==> config.mk <==
export PLATFORM = sky130hd
export DESIGN_NAME = ctrl_tx
export DESIGN_NICKNAME = d
export VERILOG_FILES = /design/src/rtl/ctrl_tx.sv
export SDC_FILE = /design/constraint.sdc
export NUM_CORES = 1
export LEC_CHECK = 0
export ABC_AREA = 1
export ABC_CLOCK_PERIOD_IN_PS = 1550
export CAP_MARGIN = 20
export CORE_ASPECT_RATIO = 2
export CORE_MARGIN = 3
export CORE_UTILIZATION = 47
export DETAILED_ROUTE_END_ITERATION = 10
export HOLD_SLACK_MARGIN = 0.06
export PLACE_DENSITY = 0.88
export SLEW_MARGIN = 25
export SYNTH_ARGS = -nofsm -noshare
export SYNTH_HDL_FRONTEND = slang
export SYNTH_SLANG_ARGS = --single-unit
==> constraint.sdc <==
create_clock -name clk -period 1.55 [get_ports clk]
set_input_delay 0.155 -clock clk [delete_from_list [all_inputs] [get_ports clk]]
set_output_delay 0.155 -clock clk [all_outputs]
set_load 0.005 [all_outputs]
==> src/rtl/ctrl_tx.sv <==
// Transmit side of the system controller: buffers RF and ALU result pulses and
// serializes them as bytes to the UART TX (ALU results go out LSB first).
module ctrl_tx #(
  parameter int DATA_WIDTH = 8
) (
  input  logic                      clk,
  input  logic                      reset,
  input  logic                      tx_rf_send,
  input  logic [DATA_WIDTH-1:0]     tx_rf_send_data,
  input  logic                      tx_alu_send,
  input  logic [2*DATA_WIDTH-1:0]   tx_alu_send_data,
  input  logic                      uart_tx_busy,
  output logic [DATA_WIDTH-1:0]     uart_tx_p_data,
  output logic                      uart_tx_d_vld,
  output logic                      ctrl_tx_busy,
  output logic                      ctrl_tx_ovf
);

  typedef enum logic [2:0] {
    IDLE       = 3'd0,
    RF_SEND    = 3'd1,
    RF_WAIT    = 3'd2,
    ALU_L_SEND = 3'd3,
    ALU_L_WAIT = 3'd4,
    ALU_H_SEND = 3'd5,
    ALU_H_WAIT = 3'd6
  } state_t;

  state_t                    state_reg, state_next;
  logic [DATA_WIDTH-1:0]     rf_buf_reg;
  logic [2*DATA_WIDTH-1:0]   alu_buf_reg;
  logic                      rf_pend_reg, alu_pend_reg;
  logic                      ovf_reg;
  logic                      rf_done, alu_done;
  logic                      rf_accept, alu_accept;
  logic                      rf_drop, alu_drop;

  // A pulse arriving while its source's last byte completes is accepted: load wins over clear.
  assign rf_accept  = tx_rf_send  && (!rf_pend_reg  || rf_done);
  assign alu_accept = tx_alu_send && (!alu_pend_reg || alu_done);
  assign rf_drop    = tx_rf_send  && !rf_accept;
  assign alu_drop   = tx_alu_send && !alu_accept;

  always_ff @(posedge clk or negedge reset) begin
    if (!reset) begin
      state_reg    <= IDLE;
      rf_buf_reg   <= '0;
      alu_buf_reg  <= '0;
      rf_pend_reg  <= 1'b0;
      alu_pend_reg <= 1'b0;
      ovf_reg      <= 1'b0;
    end else begin
      state_reg <= state_next;
      if (rf_accept) begin
        rf_buf_reg  <= tx_rf_send_data;
        rf_pend_reg <= 1'b1;
      end else if (rf_done) begin
        rf_pend_reg <= 1'b0;
      end
      if (alu_accept) begin
        alu_buf_reg  <= tx_alu_send_data;
        alu_pend_reg <= 1'b1;
      end else if (alu_done) begin
        alu_pend_reg <= 1'b0;
      end
      if (rf_drop || alu_drop) begin
        ovf_reg <= 1'b1;
      end
    end
  end

  always_comb begin
    state_next     = state_reg;
    uart_tx_d_vld  = 1'b0;
    uart_tx_p_data = '0;
    rf_done        = 1'b0;
    alu_done       = 1'b0;
    case (state_reg)
      IDLE: begin
        if (!uart_tx_busy) begin
          if (rf_pend_reg) begin
            state_next = RF_SEND;
          end else if (alu_pend_reg) begin
            state_next = ALU_L_SEND;
          end
        end
      end
      RF_SEND: begin
        uart_tx_d_vld  = 1'b1;
        uart_tx_p_data = rf_buf_reg;
        if (uart_tx_busy) state_next = RF_WAIT;
      end
      RF_WAIT: begin
        if (!uart_tx_busy) begin
          state_next = IDLE;
          rf_done    = 1'b1;
        end
      end
      ALU_L_SEND: begin
        uart_tx_d_vld  = 1'b1;
        uart_tx_p_data = alu_buf_reg[DATA_WIDTH-1:0];
        if (uart_tx_busy) state_next = ALU_L_WAIT;
      end
      ALU_L_WAIT: begin
        if (!uart_tx_busy) state_next = ALU_H_SEND;
      end
      ALU_H_SEND: begin
        uart_tx_d_vld  = 1'b1;
        uart_tx_p_data = alu_buf_reg[2*DATA_WIDTH-1:DATA_WIDTH];
        if (uart_tx_busy) state_next = ALU_H_WAIT;
      end
      ALU_H_WAIT: begin
        if (!uart_tx_busy) begin
          state_next = IDLE;
          alu_done   = 1'b1;
        end
      end
      default: state_next = IDLE;
    endcase
  end

  assign ctrl_tx_busy = rf_pend_reg || alu_pend_reg || (state_reg != IDLE);
  assign ctrl_tx_ovf  = ovf_reg;

endmodule

# After elaboration in Yosys (flattened, before gate mapping)
# Index checks and enable logic that the tools add are counted.
# totals
register_bits	30
inputBits	29
elab_cells	57
# classes
n_eq_ne	13
muxes	18
reduce_logical	20
# op_table
operator	n
3-bit 2-to-1 mux	8
8-bit one-hot mux with 3 select lines	1
3-bit one-hot mux with 6 select lines	1
2-bit != test (second input constant)	6
3-bit == test (second input constant)	3
1-bit 2-to-1 mux	8
7-bit AND reduction	1
3-bit by 2-bit == test with 1-bit output (second input constant)	2
1-bit logical OR	5
1-bit logical AND	4
1-bit logical NOT	4
2-bit nonzero test	2
3-bit by 1-bit == test with 1-bit output (second input constant)	1
3-bit logical NOT	1
3-bit != test (second input constant)	1
3-bit nonzero test	1
3-bit OR reduction	1
2-bit OR reduction	1

# Logic depth before layout (Yosys ltp)
# Gate-level depths: netlist of the first run.
# depth
ltp_word	7
depth_mapped	8

# Worst setup path after synthesis of the first run
# Ideal clock, no wire load.
# synth_timing
kind	register to output
start	register state_reg[1]
end	output uart_tx_p_data[0]
arrival_time_ns	1.068
setup_slack_ns	0.327
stages_incl_launch_ff	6
n_path_buf	0
cell_sequence	dfrtp_1 inv_2 nand2_1 nor2_1 nand2_1 nand3_1
# synth_between
elab_chain_cells	2
# synth_lines
element	line	text
start, declared	29	state_t state_reg, state_next;
start signal, assigned	53	state_reg <= state_next;
3-bit == test (tied with other cells)	78	case (state_reg)
8-bit one-hot mux with 3 select lines (*)	78	
end, declared	13	output logic [DATA_WIDTH-1:0] uart_tx_p_data,
# Every way passes the cells marked *; elsewhere a longest branch is shown, timed or not.

# Worst setup path in the final report of the first run
# layout_timing
start	register state_reg[1]
end	output uart_tx_p_data[6]
# The elaborated chain is that of the path after synthesis.

==> results by group, run 1 <==
Outcome
  – Status: complete, but fails checks
  – Failing checks: setup timing

CTS
  – CTS buffer count: 5
  – Hold Buf Count CTS: 0
  – CTS tree: built
  – CTS max path bufs: 2
  – Clk_lat worst skew: about 0.29 ns
  – Root Buffer: clkbuf_8
  – Clock Sink Count: 30
  – H-tree Lvls: 2
  – Clock Pin Slew Worst Setup and Hold Paths: 0.06 ns

STA
  – Worst hold slack: between 0.2 and 0.3 ns
  – Final setup viols: 10
  – Max frequency: about 610 MHz
  – RSZ-0062 raised after global routing: yes
  – Final Hold Violating Endpoints: 0
  – Worst slew pin tran: 0.384 ns
  – Final Max Slew Viols: 0
  – Final period util: 1.06
  – Slew HR: 0.744
  – Final worst-path setup slack: -0.0906 ns
  – Setup TNS: -0.364 ns
  – Clock skew: around 0.0093 ns
  – Fin crit period: around 1.6 ns

Critical path
  – FF-to-FF path depth: 8
  – Critical path's most frequent cell: buf_6
  – Crit-path max FO: 4
  – Crit-path cells: inv_2 > nand2_4 > nor2_4 > buf_6 > buf_6 > buf_6 > nand2_4 > nand3_2 > buf_2
  – Crit path launch: state_reg[1]
  – Critical Path RT: ~1.4 ns
  – Critical setup path kind: register to primary output
  – Worst path max stage delay: 0.41 ns
  – Reg2reg start: state_reg[2]
  – Slowest CP cell: dfrtp_1
  – CP endpoint kind: primary output
  – CP startpoint kind: register
  – Reg2Reg Setup Slack: -0.01 ns
  – Reg2reg end: rf_buf_reg[3]
  – Data arrival, critical path: ~1.5 ns

Synthesis
  – Yosys reg bits: 30
  – Sequential-to-total area share from yosys stat: 0.524
  – Synth top area share: 0.524
  – Synth warn: 0
  – Synth Instances: around 180
  – Post-Syn Area per Cell: 7.79 sq um
  – Synthesized area: 1430 sq um
  – Cell variety after synth: 15
  – Syn_nets: around 210
  – Largest area contributor in the netlist: dfrtp_1
  – Synth top area cells: dfrtp_1 52%, nand2_1 23%, nand3_1 14%, nand2_2 1.7%, nand2_4 1.6%

Routing
  – First-pass detailed-route iteration total: 4
  – Antenna Nets Post-Route: 0
  – Total vias in the final route: around 1600
  – DRC errors left: 0
  – Vias per cell: between 5 and 6
  – WL per Instance: approximately 17 microns
  – DRT iter0 DRCs: 61
  – Detailed-route wire length: 4980 microns

Finish
  – Layout cell share with drive strength beyond 1: 0.314
  – Non-Filler Instances: around 290
  – Most frequent cells in the layout: 79 x nand2_1, 31 x nand3_1, 29 x dfrtp_1, 29 x clkdlybuf4s50_1, 19 x buf_4
  – Final core occ: 0.806
  – Max FFs per register: 16
  – P&R area growth vs syn: 59.7%
  – Final-stage net count: around 290
  – Commonest non-fill, non-tap cell in the layout: nand2_1
  – # diodes: 0

Worst hold path
  – Class of the tightest hold or removal check: primary input to async pin

Global routing
  – Pin count of the biggest net entering global routing: 31
  – Initial antenna violation count: 0
  – First-pass GRT wire length: ~7500 microns
  – Vias in the first global route: approximately 1700
  – Total grt overflow: 0
  – GRT Overall Usage: 0.272

Floorplan
  – Core Area: roughly 2800 sq um
  – Die H: 84.1 microns
  – Initial core utilization: 0.505
  – IO Pins: 40
  – Die area: between 3000 and 4000 sq um
  – Row count: 27
  – Die width: around 45 microns

Placed design
  – DP Cell Count: around 260
  – I/O Buffers: 39
  – Final RePlAce weighted congestion: 0.803
  – Detailed Place HPWL: 2980 microns

Power and ir drop
  – Maximum VDD drop: around 0.0012 V
  – Tot Pwr: 3.89 mW
  – Leak pwr: around 1.2 nW
  – Power density cells: between 1500 and 2000 nW/um^2

Run
  – Max-cap viol count: 0
[cells by family after synthesis]
family,after synthesis,synth area share
AND/OR/NAND/NOR,145,0.443
flip-flops,30,0.524
buffers and inverters,9,0.0332
[what timing repair did]
| item | 4_1_cts | 5_1_grt |
|---|---|---|
| gates resized for setup | 61 | 20 |
| pin swaps | 5 | 6 |
| endpoints found under the setup margin | 10 | 17 |
| buffers inserted | 12 | 6 |
[synthesized netlist by cell type]
library cell  number
buf_2              2
buf_4              1
buf_6              1
clkbuf_1           1
dfrtp_1           30
inv_1              2
inv_2              2
nand2_1           89
nand2_2            4
nand2_4            2
nand3_1           39
nand3b_1           1
nand4_1            2
nor2_1             5
nor2_2             3
[where the power goes]
part	switching [mW]	leakage (nW)	internal [mW]
Combinational	0.965	0.822	0.861
Clock	0.280	0.0482	0.357
Sequential	0.293	0.364	1.13
Total	1.54	1.24	2.35
[metal layers]
layer	routed length [microns]	global-route usage	up-vias	part of all wire
met5	0	0	-	0
met4	325	0.155	0	0.065
met3	251	0.0670	29	0.050
met2	2780	0.468	71	0.56
met1	1620	0.278	752	0.33
li1	-	-	739	-
[worst max-delay path by stage]
stage / endpoint / slack, ns / cells past startpoint
2_1_floorplan: uart_tx_p_data[0] / 0.33 / 5
3_5_place_dp: uart_tx_p_data[4] / -0.05 / 7
5_1_grt: uart_tx_p_data[6] / -0.15 / 9
6_report: uart_tx_p_data[6] / -0.09 / 9
3_3_place_gp: uart_tx_p_data[5] / -0.007 / 7
4_1_cts: uart_tx_p_data[6] / -0.09 / 9
[per-stage QoR]
step           area, sq um  setup WS (ns)
6_report              2290        -0.0906
3_5_place_dp          1960        -0.0472
2_1_floorplan         1430          0.327
4_1_cts               2200        -0.0881
3_3_place_gp          1960       -0.00665
5_1_grt               2290         -0.154
[worst max-delay path, delay by kind of cell (launching register included)]
family                 cells  cell delay (ns)
and+or+nand+nor            4             0.27
buffers and inverters      5             0.53
DFF                        1             0.41
[area by class of cell]
| type | count | area, sq um |
|---|---|---|
| Multi-Input combinational cell | 145 | 752 |
| Clock inverter | 1 | 5.00 |
| Tap cell | 29 | 36.3 |
| Inverter | 4 | 15.0 |
| Timing Repair Buffer | 71 | 642 |
| Sequential cell | 30 | 752 |
| Fill cell | 173 | 549 |
| Clock buffer | 7 | 86.3 |
(Power assumes the default switching activity.)
==> inputs of run 2 (changes only) <==
ABC_CLOCK_PERIOD_IN_PS = 1600   (was 1550)
GPL_TIMING_DRIVEN = 0   (was not set)
SKIP_LAST_GASP = 1   (was not set)
clock period = 1.6 ns   (was 1.55 ns; I/O delays follow)
==> results by group, run 2 (synthesis gave the netlist of run 1 again) <==
Finish
  – Post-route design area: ~2300 sq um
  – P&R area growth vs syn: 62.9%
  – # diodes: 0
  – Final-stage net count: 291
  – Most frequent cells in the layout: 77 x nand2_1, 31 x nand3_1, 28 x dfrtp_1, 26 x clkdlybuf4s50_1, 22 x buf_4
  – Final core occ: 0.822
  – Commonest non-fill, non-tap cell in the layout: nand2_1
  – Layout cell share with drive strength beyond 1: 0.338
  – Max FFs per register: 16
  – Non-Filler Instances: a little under 300

Floorplan
  – Row count: 27
  – IO Pins: 40
  – Initial core utilization: 0.505
  – Die H: 84.1 microns
  – Die area: between 3000 and 4000 sq um
  – Core Area: ~2800 sq um
  – Die width: 45.0 microns

STA
  – Clock skew: 0.00732 ns
  – Final period util: 1.05
  – Final Hold Violating Endpoints: 0
  – Final setup viols: 8
  – Final worst-path setup slack: -0.0810 ns
  – Worst hold slack: about 0.24 ns
  – Max frequency: between 500 and 600 MHz
  – Fin crit period: between 1.5 and 2 ns
  – Final Max Slew Viols: 0
  – Worst slew pin tran: between 0.6 and 0.7 ns
  – Slew HR: 0.568
  – RSZ-0062 raised after global routing: yes
  – Setup TNS: -0.393 ns

CTS
  – CTS tree: built
  – CTS buffer count: 5
  – Clock Pin Slew Worst Setup and Hold Paths: ~0.060 ns
  – Root Buffer: clkbuf_8
  – H-tree Lvls: 2
  – Clock Sink Count: 30
  – Clk_lat worst skew: around 0.29 ns
  – CTS max path bufs: 2

Routing
  – Detailed-route wire length: ~4700 microns
  – First-pass detailed-route iteration total: 4
  – DRC errors left: 0
  – DRT iter0 DRCs: 30
  – Antenna Nets Post-Route: 0
  – Vias per cell: 5.35
  – Total vias in the final route: ~1600
  – WL per Instance: between 15 and 20 microns

Global routing
  – First-pass GRT wire length: 6660 microns
  – Most Crowded Layer GR: met2
  – Pin count of the biggest net entering global routing: 31
  – Met2 GRT Util: 0.422
  – Vias in the first global route: 1473
  – Total grt overflow: 0
  – Initial antenna violation count: 0
  – GRT Overall Usage: 0.244
  – Grt met3 use: 0.0540
  – GR Layer Usage met1: 0.250

Placed design
  – Final RePlAce weighted congestion: just under 0.9
  – I/O Buffers: 37
  – DP Cell Count: 250
  – Place WS: -0.397 ns
  – Detailed Place HPWL: 2490 microns
  – Placed cell area: between 1500 and 2000 sq um

Power and ir drop
  – Maximum VDD drop: between 0.001 and 0.0015 V
  – Power density cells: roughly 1700 nW/um^2
  – Tot Pwr: slightly below 4 mW
  – Leak pwr: approximately 1.3 nW

Run
  – Max-cap viol count: 0

Critical path
  – CP endpoint kind: primary output
  – Crit path launch: state_reg[1]
  – Crit-path max FO: 3
  – CP startpoint kind: register
  – Reg2Reg Setup Slack: roughly 0.020 ns
  – Reg2reg end: alu_buf_reg[11]
  – Critical Path RT: roughly 1.4 ns
  – Critical setup path kind: register to primary output
  – Data arrival, critical path: ~1.5 ns
  – FF-to-FF path depth: 10
  – Reg2reg start: state_reg[1]
  – CP endpoint: uart_tx_p_data[6]

Outcome
  – Failing checks: setup timing
  – Status: complete, but fails checks

Worst hold path
  – Class of the tightest hold or removal check: primary input to register
run 2: cell types whose count changed in the layout (fill, tap and decap cells not counted), moves of 2 or more:
cell and change:
nand2_2 +3, clkbuf_8 +2, buf_4 +3, nand2_1 -2, clkdlybuf4s50_1 -3
run 2: how the worst min path moves through the flow:
stage                   start               to  slack, ns  cells past startpoint
4_1_cts           tx_alu_send   alu_buf_reg[1]       0.22                      3
3_3_place_gp   alu_buf_reg[6]   alu_buf_reg[6]       0.46                      2
5_1_grt           tx_alu_send   alu_buf_reg[0]       0.25                      3
3_5_place_dp            reset   alu_buf_reg[3]       0.21                      1
2_1_floorplan           reset   alu_buf_reg[0]      -0.14                      0
6_report          tx_alu_send  alu_buf_reg[15]       0.24                      3
run 2: final cells by class:
cell class                 count  area (sq um)
buffer                         5          32.5
clock buffer                   8           110
fill                         164           504
inverter                       4          17.5
multi-input combinational    145           749
sequential                    30           753
tap                           29          36.3
timing repair buffer          71           634
run 2: where the power goes:
part / leakage (nW) / switching, mW / internal (mW)
registers: 0.363 / 0.308 / 1.10
logic: 0.839 / 0.882 / 0.874
clock network: 0.0575 / 0.280 / 0.434
run 2: routing by layer:
layer	wire [microns]	part of all wire	up-vias
li1	-	-	748
met1	1530	0.33	720
met2	2600	0.56	70
met3	205	0.044	24
met4	322	0.069	0
met5	0	0	-
run 2: timing repair:
item                                    CTS  global route
setup buffers                            25            10
endpoints found under the setup margin   10            15
hold buffers                              1             0
pin swaps                                 4             7
gates resized for setup                  48            30
hold endpoints to repair                 30             0
run 2: worst max-delay path, cell delays in order (launching register included):
cell and delay, ns:
dfrtp_1 0.42, inv_2 0.10, nand2_4 0.07, nor2_4 0.12, buf_6 0.12, buf_6 0.09
buf_6 0.10, nand2_2 0.04, nand3_2 0.06, buf_2 0.11
